File: src/rtl/stream_upsize.sv
// Packs T_DATA_RATIO narrow input beats into one wide output word.
// A packet may end early; unused lanes of that last word are zeroed and unkept.
module stream_upsize #(
  parameter int T_DATA_WIDTH = 8,
  parameter int T_DATA_RATIO = 4
) (
  input  logic                    clk,
  input  logic                    rst_n,
  input  logic [T_DATA_WIDTH-1:0] s_data_i,
  input  logic                    s_last_i,
  input  logic                    s_valid_i,
  output logic                    s_ready_o,
  output logic [T_DATA_WIDTH-1:0] m_data_o [T_DATA_RATIO-1:0],
  output logic [T_DATA_RATIO-1:0] m_keep_o,
  output logic                    m_last_o,
  output logic                    m_valid_o,
  input  logic                    m_ready_i
);

  localparam int CW = (T_DATA_RATIO > 1) ? $clog2(T_DATA_RATIO) : 1;
  localparam logic [CW-1:0] LastLane = CW'(T_DATA_RATIO - 1);

  logic [CW-1:0]           r_count;
  logic [T_DATA_WIDTH-1:0] r_buf [T_DATA_RATIO-1:0];

  logic                    w_accept;
  logic                    w_fifo_full;
  logic                    w_complete;
  logic [T_DATA_WIDTH-1:0] w_word [T_DATA_RATIO-1:0];
  logic [T_DATA_RATIO-1:0] w_keep;

  assign s_ready_o   = ~m_valid_o | m_ready_i;
  assign w_accept    = s_valid_i & s_ready_o;
  assign w_fifo_full = (r_count == LastLane);
  assign w_complete  = w_accept & (w_fifo_full | s_last_i);

  // Word to present: buffered lanes below the counter, the live beat at the
  // counter, and zeros above it so a short final word carries no stale data.
  always_comb begin
    for (int i = 0; i < T_DATA_RATIO; i++) begin
      w_word[i] = '0;
      w_keep[i] = 1'b0;
      if (CW'(i) == r_count) begin
        w_word[i] = s_data_i;
        w_keep[i] = 1'b1;
      end else if (CW'(i) < r_count) begin
        w_word[i] = r_buf[i];
        w_keep[i] = 1'b1;
      end
    end
  end

  always_ff @(posedge clk or posedge rst_n) begin
    if (rst_n) begin
      r_count   <= '0;
      m_keep_o  <= '0;
      m_last_o  <= 1'b0;
      m_valid_o <= 1'b0;
      for (int i = 0; i < T_DATA_RATIO; i++) begin
        r_buf[i]    <= '0;
        m_data_o[i] <= '0;
      end
    end else if (w_complete) begin
      r_count   <= '0;
      m_keep_o  <= w_keep;
      m_last_o  <= s_last_i;
      m_valid_o <= 1'b1;
      for (int i = 0; i < T_DATA_RATIO; i++) begin
        r_buf[i]    <= '0;
        m_data_o[i] <= w_word[i];
      end
    end else begin
      if (w_accept) begin
        r_buf[r_count] <= s_data_i;
        r_count        <= r_count + CW'(1);
      end
      if (m_valid_o && m_ready_i) begin
        m_valid_o <= 1'b0;
      end
    end
  end

endmodule

File: config.mk
export PLATFORM = sky130hd
export DESIGN_NAME = stream_upsize
export DESIGN_NICKNAME = d
export VERILOG_FILES = /design/src/rtl/stream_upsize.sv
export SDC_FILE = /design/constraint.sdc
export NUM_CORES = 1
export LEC_CHECK = 0
export CAP_MARGIN = 15
export CORE_UTILIZATION = 48
export CTS_BUF_LIST = sky130_fd_sc_hd__clkbuf_4 sky130_fd_sc_hd__clkbuf_8
export CTS_CLUSTER_SIZE = 14
export DETAILED_ROUTE_END_ITERATION = 8
export PLACE_DENSITY = 0.77
export SKIP_CTS_REPAIR_TIMING = 1
export SLEW_MARGIN = 0
export SYNTH_ARGS = -nofsm -noshare
export SYNTH_HDL_FRONTEND = slang
export SYNTH_SLANG_ARGS = --single-unit
File: constraint.sdc
create_clock -name clk -period 1.9 [get_ports clk]
set_input_delay 0.38 -clock clk [delete_from_list [all_inputs] [get_ports clk]]
set_output_delay 0.38 -clock clk [all_outputs]
set_load 0.02 [all_outputs]
* Word level (Yosys, flattened, before mapping) *
Index checks and enable logic that the tools add are counted.

cells by class
  reductions and logical operators = 5
  $mul = 0
  divide/modulo/power cells = 0
  shifts and indexed selects = 0
  $lt $le $gt $ge = 6
  $add $sub $neg = 1
  muxes and demuxes = 25
  eq/ne operators = 4
  bitwise operators = 5

operator list
  operator                                                            count
  two-way mux 8 bit                                                   9
  two-way mux 32 bit                                                  2
  bitwise mux 32 bit                                                  1
  demux 8 bit (select 2 bit)                                          1
  two-way mux 1 bit                                                   10
  == test 2 bit (first input constant)                                2
  < comparator 1 x 2 -> 1 bit (first input constant)                  2
  < comparator 2 bit (first input constant)                           2
  two-way mux 2 bit                                                   2
  nonzero test 2 bit                                                  2
  < comparator 2 x 3 -> 1 bit (second input constant)                 1
  adder 2 x 1 -> 2 bit (second input constant)                        1
  AND 1 bit                                                           2
  == test 1 x 2 -> 1 bit (first input constant)                       1
  == test 2 bit (second input constant)                               1
  greater-or-equal comparator 2 x 1 -> 1 bit (second input constant)  1
  logical AND 1 bit                                                   2
  zero test 2 bit                                                     1
  OR 1 bit                                                            2
  NOT 1 bit                                                           1

word-level totals
  bits in latches = 0
  ROM bits = 0
  register bits = 72
  input port bits = 13
  memories kept = 0
  RAM bits = 0
  word-level logic and storage cells = 58
  output and inout bits = 39

* Depth between registers and ports, before layout *
  depth in word-level cells = 7
  depth in mapped cells = 6
  mapped depth without buffers = 5

* Worst setup path after synthesis *
No wires, ideal clock.

  kind = register -> register
  from = reg r_count[1]
  to = reg m_data_o[15] (netlist name)
  data required time = 1775 ps
  stages on the path, launching flop included = 7
  arrival time = 1609 ps
  library setup time = 125 ps
  setup slack = 165 ps
  clock period less this slack = 1735 ps
  buffers on the path = 2
  cell sequence = dfrtp_1 > ha_1 > or2_1 > buf_4 > nand3_4 > buf_6 > mux2_4

on the way
  longest elaborated chain between the ends = 3
  elaborated cells between the ends (all ways) = 7
  those cells by class = order compare: 1; eq/ne: 2; mux: 2; bitwise: 2

RTL lines
  element                         RTL line  source
  start: declaration              23        logic [CW-1:0] r_count;
  start signal: assignment        75        r_count <= r_count + CW'(1);
  == test 2 bit                   34        assign w_fifo_full = (r_count == LastLane);
  named net w_fifo_full           27        logic w_fifo_full;
  OR 1 bit                        35        assign w_complete = w_accept & (w_fifo_full | s_last_i);
  AND 1 bit                       35
  end signal: indexed assignment  70        m_data_o[i] <= w_word[i];
  end: declaration                13        output logic [T_DATA_WIDTH-1:0] m_data_o [T_DATA_RATIO-1:0],

The timed path passes the listed nets, and every way through them passes these cells.
A chain may end at the register's enable or synchronous reset.

* Final worst setup path *
  from = reg r_count[0]
  to = reg r_buf[2] (netlist name)

on the way
  elaborated cells between the ends (all ways) = 12
  those cells by class = order compare: 2; eq/ne: 1; mux: 5; bitwise: 2; reduce/logical: 2

RTL lines
  element                                                          RTL line  source
  == test 2 bit (*)                                                34
  named net w_fifo_full                                            27
  OR 1 bit (*)                                                     35
  AND 1 bit (*)                                                    35
  two-way mux 32 bit / nonzero test 2 bit (equally long branches)  -
  end signal: indexed assignment                                   74        r_buf[r_count] <= s_data_i;
  end: declaration                                                 24        logic [T_DATA_WIDTH-1:0] r_buf [T_DATA_RATIO-1:0];

The timed path passes the listed nets; every way through them passes the cells marked *. The select of a mux whose other input is x is not followed.

==> qor.csv <==
stage;metric;value;unit
timing;worst setup margin;0.1785;ns
power;internal cell power;3.118;mW
timing;RSZ-0062 raised after global routing;false;
placed_design;placed cell area;3565;um2
timing;Slew Limit Headroom;59.79;%
power;clock power share;25.3;%
clock_network;total CTS buffers;9;
worst_setup_path;Crit path arrival time;1.99;ns
power;Overall Power;4.473;mW
logic_synthesis;Post-synth EDFFs;0;
logic_synthesis;fraction of registers with async set/reset;100.0;%
floorplan;initial core utilization;50.58;%
clock_network;clk_lat worst skew;0.34;ns
logic_synthesis;Synth top area share;56.46;%
timing;TNS Setup;0;ns
logic_synthesis;Post-synth top cells;dfrtp_1, a22o_1, mux2_4;
finish;cell area after layout;3757;um2
routing;Vias/cell;5.500;
logic_synthesis;Yosys top cell by area;dfrtp_1;
finish;fin nets;292;
power;LEAKAGE;1.809;nW
logic_synthesis;post-synth net total;221;
global_route;largest net degree at the start of global routing;29;
floorplan;die height;78.87;um
worst_setup_path;CP Launch Type;flop;
routing;Routed WL;6042;um
timing;WHS;0.4089;ns
global_route;first-pass GRT wire length;9825;um
clock_network;clk slew on worst S/H paths;0.07;ns
worst_setup_path;crit path max fanout;8;
floorplan;io pins;52;
worst_setup_path;CP endpoint kind;flop;
power;P_sw;1.355;mW
timing;max-slew violations;0;
routing;total number of vias;1925;
power;PwrDens;1190;nW/um2
finish;ant diodes;0;
timing;fmax;580.9;MHz
logic_synthesis;post-synthesis sequential area ratio;56.46;%
routing;DRC Markers;0;
worst_setup_path;critical setup path kind;flop to flop;
run;number of max-cap violations;0;
global_route;GRT Total Usage;21.74;%
global_route;vias in the first global route;1898;
clock_network;clock net sink count;64;
floorplan;DIE WIDTH;78.87;um
logic_synthesis;largest cells by area after synthesis;dfrtp_1, a22o_1, mux2_4;
placed_design;Post-Place Setup Slack;-0.02979;ns
timing;Tmin final;1.721;ns
placed_design;Placed Cells;335;
finish;final core utilization;67.00;%
logic_synthesis;most frequent cell after synthesis;dfrtp_1;
routing;initial DRC count;131;
status;outcome;completed;
timing;final setup violation count;0;
floorplan;Site Rows;27;
logic_synthesis;flop and latch count out of synthesis;64;
floorplan;Core Footprint;5608;um2
logic_synthesis;average size of a mapped cell;13.97;um2
placed_design;Port Buffers;51;
worst_setup_path;worst reg2reg startpoint;r_count[0];
worst_setup_path;reg2reg setup slack;0.18;ns
finish;share of cells above drive strength 1;27.34;%
logic_synthesis;synthesis warning total;0;
clock_network;root buffer cell;clkbuf_8;
placed_design;Final HPWL DP;4236;um
clock_network;H-tree levels;3;
routing;wire per inst;17.26;um
routing;First-pass DRT Iterations;5;
power;switching share of power;30.29;%
worst_setup_path;Critical Path Source;r_count[0];
min_path;hold crit path type;primary input to asynchronous set/reset pin;
logic_synthesis;top_reg_cell synth;dfrtp_1;
worst_setup_path;FF-to-FF path depth;5;
placed_design;Placer Congestion;0.8116;
routing;ANT nets after route;0;
worst_setup_path;critical path required time;2.17;ns
logic_synthesis;Netlist Area Pre-Place;2836;um2
clock_network;CTS tree;done;
global_route;antenna violations before repair;0;
timing;part of the cycle the worst path needs;90.61;%
timing;Clock Skews;0.008820;ns
power;Max IR drop VDD;0.7556;mV
global_route;GRT overflow;0;
finish;Area Overhead vs Synth;32.47;%
logic_synthesis;Synth Instances;203;
clock_network;Max Buffers Root-to-Sink;2;
power;Sequential Power Share;40.8;%
power;Gate power share;33.9;%
timing;Worst-Margin Slew;0.6020;ns
finish;fillers;434;
timing;final hold violation count;0;
finish;fin cells;350;
floorplan;die area;6220;um2
logic_synthesis;library cells used by synthesis;28;
## worst max-delay path, stage by stage (launching register included)
cell	delay [ns]
dfrtp_1	0.41
ha_1	0.25
or2_1	0.26
buf_4	0.17
o211ai_2	0.35
a22o_1	0.22
## power by group through the flow
stage | clock (mW) | combinational, mW | sequential, mW
CTS | 1.16 | 1.53 | 1.83
finish | 1.13 | 1.52 | 1.82
global placement | 0 | 1.50 | 1.84
detailed placement | 0 | 1.52 | 1.85
floorplan | 0 | 0.650 | 2.07
global route | 1.21 | 1.62 | 1.86
## area by class of cell
| class | instances | area [um2] | area share [%] |
|---|---|---|---|
| Clock buffer | 11 | 145.1 | 3.863 |
| Clock inverter | 4 | 45.04 | 1.199 |
| Inverter | 6 | 26.28 | 0.6993 |
| Multi-Input combinational cell | 119 | 1126 | 29.97 |
| Sequential cell | 64 | 1602 | 42.62 |
| Tap cell | 72 | 90.09 | 2.398 |
| Timing Repair Buffer | 74 | 723.2 | 19.25 |
## path summary, 6_finish.rpt
check,endpoint
worst min-delay path,m_keep_o[2]
min in group clk,m_keep_o[0]
worst max-delay path,r_buf[2]
worst min register to register,m_keep_o[0]
worst max register to register,r_buf[2]
max in group asynchronous,m_data_o[6]
## cells in the final DEF (no fill, tap or decap), types with 5 or more instances in the layout
master and count:
clkbuf_8 10, o21ai_0 5, inv_1 5, buf_4 20
mux2_2 14, nand2_1 9, clkdlybuf4s50_1 50, mux2_4 18
a22o_1 44, dfrtp_1 64, ha_1 5
## cells by family after synthesis
group / synth area share (%)
AO/OA/AOI/OAI: 17.07
adder cells (fa/ha/maj): 2.206
buffers and inverters: 3.837
flip-flops: 56.46
multiplexers: 15.79
AND/OR/NAND/NOR: 4.632
## layer usage
| metal | track usage [%] | wire length (um) | part of all wire, % | up-vias |
|---|---|---|---|---|
| li1 | - | - | - | 890 |
| met1 | 31.13 | 2823 | 47 | 947 |
| met2 | 32.17 | 2748 | 45 | 77 |
| met3 | 3.908 | 365 | 6.0 | 11 |
| met4 | 10.18 | 105 | 1.7 | 0 |
| met5 | 0 | 0 | 0 | - |
## registers in the layout (all words and copies together) (netlist names)
name / cells
m_data_o: 32
r_buf: 24
m_keep_o: 4
r_count: 2
m_last_o: 1
m_valid_o: 1
No activity file was read; power rests on OpenSTA's default activity.
